===== src/rtl/serial_adder.sv =====
// serial_adder: bit-serial LSB-first adder built around a single full_adder cell.
module full_adder (
  input  logic a,
  input  logic b,
  input  logic cin,
  output logic s,
  output logic cout
);
  assign s    = a ^ b ^ cin;
  assign cout = (a & b) | (cin & (a ^ b));
endmodule

module serial_adder #(
  parameter int WIDTH = 8
) (
  input  logic             clk,
  input  logic             rst_n,
  input  logic             start,
  input  logic [WIDTH-1:0] a,
  input  logic [WIDTH-1:0] b,
  input  logic             cin,
  output logic             busy,
  output logic             done,
  output logic [WIDTH-1:0] sum,
  output logic             cout
);
  localparam int CW = $clog2(WIDTH);
  localparam logic [CW-1:0] LAST = CW'(WIDTH - 1);
  typedef enum logic [1:0] {IDLE, SHIFT, DONE} state_t;
  state_t           r_state, w_next;
  logic [WIDTH-1:0] r_a, r_b, r_sum;
  logic             r_carry, r_cout;
  logic [CW-1:0]    r_cnt;
  logic             w_s, w_cout;
  full_adder u_fa (
    .a   (r_a[0]),
    .b   (r_b[0]),
    .cin (r_carry),
    .s   (w_s),
    .cout(w_cout)
  );
  always_comb begin
    w_next = IDLE;
    w_next = (r_state == IDLE)  ? (start ? SHIFT : IDLE) :
             (r_state == SHIFT) ? ((r_cnt == LAST) ? DONE : SHIFT) : IDLE;
  end
  always_ff @(posedge clk or negedge rst_n) begin
    if (!rst_n) r_state <= IDLE;
    else        r_state <= w_next;
  end
  // Sum fills from the MSB side so that after WIDTH shifts the first computed bit sits at bit 0.
  always_ff @(posedge clk or negedge rst_n) begin
    if (!rst_n) begin
      r_a     <= '0;
      r_b     <= '0;
      r_sum   <= '0;
      r_carry <= 1'b0;
      r_cout  <= 1'b0;
      r_cnt   <= '0;
    end else if (r_state == IDLE && start) begin
      r_a     <= a;
      r_b     <= b;
      r_carry <= cin;
      r_cnt   <= '0;
    end else if (r_state == SHIFT) begin
      r_a     <= r_a >> 1;
      r_b     <= r_b >> 1;
      r_sum   <= {w_s, r_sum[WIDTH-1:1]};
      r_carry <= w_cout;
      r_cnt   <= r_cnt + 1'b1;
      if (r_cnt == LAST) r_cout <= w_cout;
    end
  end
  assign busy = (r_state == SHIFT);
  assign done = (r_state == DONE);
  assign sum  = r_sum;
  assign cout = r_cout;
endmodule


===== config.mk =====
export PLATFORM = sky130hd
export DESIGN_NAME = serial_adder
export DESIGN_NICKNAME = d
export VERILOG_FILES = /design/src/rtl/serial_adder.sv
export SDC_FILE = /design/constraint.sdc
export NUM_CORES = 1
export LEC_CHECK = 0
export CORE_ASPECT_RATIO = 1.25
export CORE_MARGIN = 5
export CORE_UTILIZATION = 30
export CTS_CLUSTER_SIZE = 30
export DETAILED_ROUTE_END_ITERATION = 16
export GPL_ROUTABILITY_DRIVEN = 0
export PLACE_DENSITY = 0.64
export SYNTH_ARGS = -nofsm -noshare
export SYNTH_HDL_FRONTEND = slang
export SYNTH_SLANG_ARGS = --single-unit

===== constraint.sdc =====
create_clock -name clk -period 1.5 [get_ports clk]
set_clock_uncertainty 0.2 [all_clocks]
set_input_delay 0.3 -clock clk [delete_from_list [all_inputs] [get_ports clk]]
set_output_delay 0.3 -clock clk [all_outputs]
set_load 0.02 [all_outputs]

# Word level (Yosys, flattened, before mapping)
# Index checks and enable logic that the tools add are counted.
classes:
  n_addsub: 1
  n_eq_ne: 3
  n_mux: 12
  bitwise_logic: 6
  reduce_logical: 5
op_table:
  columns: ["op", "n"]
  rows:
  - ["2-to-1 mux 8 bit", 4]
  - ["2-to-1 mux 2 bit", 3]
  - ["2-to-1 mux 3 bit", 2]
  - ["adder 3 x 1 -> 3 bit, second input constant", 1]
  - ["== test 3 bit, second input constant", 1]
  - ["2-to-1 mux 1 bit", 3]
  - ["AND reduction 3 bit", 1]
  - ["bitwise AND 1 bit", 2]
  - ["== test 2 x 1 -> 1 bit, second input constant", 1]
  - ["== test 2 bit, second input constant", 1]
  - ["logical NOT 2 bit", 1]
  - ["AND reduction 2 bit", 1]
  - ["nonzero test 2 bit", 1]
  - ["bitwise XOR 1 bit", 2]
  - ["logical AND 1 bit", 1]
  - ["NOT 1 bit", 1]
  - ["OR 1 bit", 1]
totals:
  register_bits: 31
  inputBits: 20
  out_inout_bits: 11
  wordCells: 34

# Logic depth before layout (Yosys ltp)
depth:
  ltp_word: 5
  mapped_depth: 5
  mapped_depth_nobuf: 4

# Hierarchy
# Synthesis repeated with hierarchy kept, for this count alone.
unflattened:
  hier_cells: 103
  hier_area_um2: 1473.9
by_module_without_submodules:
  columns: ["module", "n_inst", "cells_each", "area_per_inst_um2", "seq_area_each_um2"]
  rows:
  - ["serial_adder", 1, 102, 1453.9, 775.7]
  - ["full_adder", 1, 1, 20.0, 0.0]

# Worst setup path before layout
# No wires, ideal clock.
synth_timing:
  kind: "register -> output"
  start: "register r_state[1]"
  end: "output port done"
  arrival_ps: 1077
  setup_slack_ps: -77
  path_stages_with_launch: 4
  n_path_buf: 2
  path_cell_list: "dfrtp_1 buf_4 buf_2 nor2b_1"
synth_between:
  elab_chain_len: 1
synth_rtl:
  columns: ["item", "line_no", "text"]
  rows:
  - ["start: declaration", "30", "state_t r_state, w_next;"]
  - ["start signal: assignment", "49", "else r_state <= w_next;"]
  - ["== test 2 bit", "75", "assign done = (r_state == DONE);"]
  - ["end: declaration", "23", "output logic done,"]
# No other way between the ends.

# Worst setup path after layout
layout_timing:
  start: "register r_state[0]"
  end: "register r_carry"
layout_between:
  elab_chain_len: 3
  elab_cells_between_ends: 5
layout_rtl:
  columns: ["item", "line_no", "text"]
  rows:
  - ["logical NOT 2 bit", "60", "end else if (r_state == IDLE && start) begin"]
  - ["logical AND 1 bit", "60", null]
  - ["2-to-1 mux 1 bit or nonzero test 2 bit (tied branches)", null, null]
  - ["end signal: assignment", "63", "r_carry <= cin;"]
  - ["end signal: assignment", "69", "r_carry <= w_cout;"]
  - ["end: declaration", "32", "logic r_carry, r_cout;"]
# Several ways; a longest one is shown, not always the timed one.
# A chain may end at the register's enable or synchronous reset.

==> metrics.cfg <==
[route]
drtIter0Drc = 19
num_vias = 1146
dr.pass1.iters = 2
wl_per_cell_microns = 15.8
postRouteAntennaNets = 0
routed_via_density = 4.98
drcViolationCount = 0
drt-total-wl_mm = 3.63

[floorplanning]
core_area_sq_mm = 0.00480
die_y_microns = 89.0
io_pins = 31
die_area_sq_mm = 0.00652
rows = 28
die_x_microns = 73.2
start_util_pct = 31.2

[worst_hold_path]
hp-class = in -> async

[clock_network]
cts_made_buffers = 5
h-tree-depth = 2
cts_buffer_depth = 2
clk_pin_slew_ns = 0.07
root_buffer = clkbuf_8
cts_tree = built
ctsHoldBuffers = 0
clk_latency_ns = 0.29
clock_sinks = 31

[global_routing]
met3_usage_pct = 3.94
antenna_found_initial = 0
grt_pass1_vias = 1210
grt_pass1_wl_mm = 5.78
use_met2_pct = 19.3
grt_usage_pct = 11.7
gr-total-overflow = 0
grt_busiest_layer = met2
grtUsageMet1_pct = 14.1
grt_max_degree = 32

[logic_synthesis]
ys_seq_elements = 31
ys.flop_type = dfrtp_1
yosys.area.top_type_share_pct = 51.8
synthCells = 126
synth_edf_count = 0
synth_cell_types = 24
synthTopCellsByArea = dfrtp_1 52%, nor4b_1 8.2%, nor3b_1 6.5%
synth_area_sq_mm = 0.00150
ys_seq_area_share_pct = 51.8
postSynth.asyncResetShare_pct = 100
synth.avg_cell_area_sq_um = 11.9
ys_warn_count = 0
synth_common_cells = 31 x dfrtp_1, 15 x inv_1, 14 x nor4b_1
synth.most_common_cell = dfrtp_1
synthesis.nets = 149
yosysTopAreaCell = dfrtp_1

[placed_design]
io_buffer_count = 30
pre_cts_ws_ns = -0.353
place_hpwl_mm = 2.34
dp_cells = 220

[timing]
tightest_slew_ns = 0.372
finalHoldViolations = 0
post-route-period-util_pct = 105
post-route-min-period_ns = 1.58
fin_setup_tns_ns = -0.205
fmax_mhz = 634
whs_ns = 0.182
fin_ws_ns = -0.0774
grt_setup_unrepaired = true
relSlewSlack_pct = 75.2
setup_viol_count_final = 6
slew_violations = 0

[worst_setup_path]
end_kind = flip-flop
cp_top_family = simple AND/OR/NAND/NOR gates
crit_chain = buf_6, or4b_1, o221a_2
path_buf_inv = 1
critPathSlowestCell = or4b_1
worstSetupStartpointType = flip-flop
slowest_delay_ns = 0.51
cp.arrival_ns = 1.55
critPathRequiredTime_ns = 1.47
cp_max_fo = 4
critPathKind = reg -> reg

[cells_and_area]
syn2layout_area_growth_pct = 56.4
nFillCells = 417
drive_gt1_share_pct = 41.8
fin_nets = 192
insertedDiodeCount = 0
regArea_sq_um = 777
multi_input_area_sq_um = 858
instances_no_fill = 230

[pwr]
power.static_leakage_nw = 0.971
finalPower_mw = 4.47
p_per_area_mw_per_mm2 = 1910
max-vdd-ir-drop_v = 0.000751

[run_status]
status = complete, but fails checks
violations = setup timing

[run]
maxCapViolCount = 0

==> what timing repair did <==
action | 4_1_cts | 5_1_grt
setup endpoints to repair | 31 | 27
buffers inserted | 2 | 0
pin swaps | 1 | 10
gates resized for setup | 38 | 45
==> per-layer routing <==
metal  up-vias  part of all wire, %  wire length (microns)
li1        547                    -                      -
met1       554                   41                   1500
met2        37                   51                   1850
met3         8                  6.3                    227
met4         0                  1.7                     60
met5         -                    0                      0
==> stage by stage <==
step,utilization [%],area (sq um)
after floorplan,-,1500
after global placement,41.1,1970
after detailed placement,41.1,1970
after CTS,44.1,2110
after global routing,48.9,2340
final,48.9,2340
==> worst paths after layout <==
path | from | to | slack, ns | depth (start not counted)
setup / recovery | r_state[0]$_DFF_PN0_ | r_carry$_DFFE_PN0P_ | -0.08 | 3
hold / removal | rst_n | r_a[5]$_DFFE_PN0P_ | 0.18 | 2
setup reg to reg | r_state[0]$_DFF_PN0_ | r_carry$_DFFE_PN0P_ | -0.08 | 3
hold reg to reg | sum[0]$_DFFE_PN0P_ | sum[0]$_DFFE_PN0P_ | 0.31 | 1
max in group asynchronous | rst_n | r_state[0]$_DFF_PN0_ | 0.74 | 2
min in group clk | sum[0]$_DFFE_PN0P_ | sum[0]$_DFFE_PN0P_ | 0.31 | 1
==> state kept, by name, summed over array words and instances (netlist names) <==
signal   cells
r_cnt        3
r_state      2
r_b          8
r_carry      1
r_a          8
sum          8
cout         1
==> cells by family (layout without fill, tap and decap cells) <==
kind of cell,Yosys count,count (layout),synth area share [%]
AOI/OAI and AO/OA,22,22,12.5
adders and majority gates,3,3,3.00
buffers and inverters,27,71,7.76
DFF,31,31,51.8
muxes,10,10,7.43
and+or+nand+nor,33,33,17.5
==> cell type report <==
cell class / count / area share [%]
clock buffers: 7 / 3.26
clock inverters: 1 / 0.213
inverters: 16 / 2.67
multi-input cells: 68 / 36.6
flip-flops and latches: 31 / 33.1
well taps: 60 / 3.20
repair buffers: 47 / 20.9
==> cells in the final DEF (no fill, tap or decap), types with 2 or more instances in the layout <==
cell type	instances
buf_6	8
ha_2	2
nor4b_2	7
nor4b_4	6
clkbuf_1	2
buf_4	7
mux2_4	2
nand2b_1	2
a211oi_1	3
clkbuf_2	2
nor3b_2	2
clkdlybuf4s50_1	18
inv_1	15
clkbuf_8	5
a221oi_4	2
mux2_2	7
a211oi_2	9
dfrtp_1	30
dlygate4sd2_1	2
buf_12	4
nor3b_1	11
a22o_1	4
clkdlybuf4s15_1	6
==> power breakdown <==
part	internal [mW]	switching [mW]	leakage [nW]
registers	1.24	0.268	0.360
logic	1.22	1.11	0.569
clock network	0.325	0.306	0.0422
No activity file was read; power rests on OpenSTA's default activity.
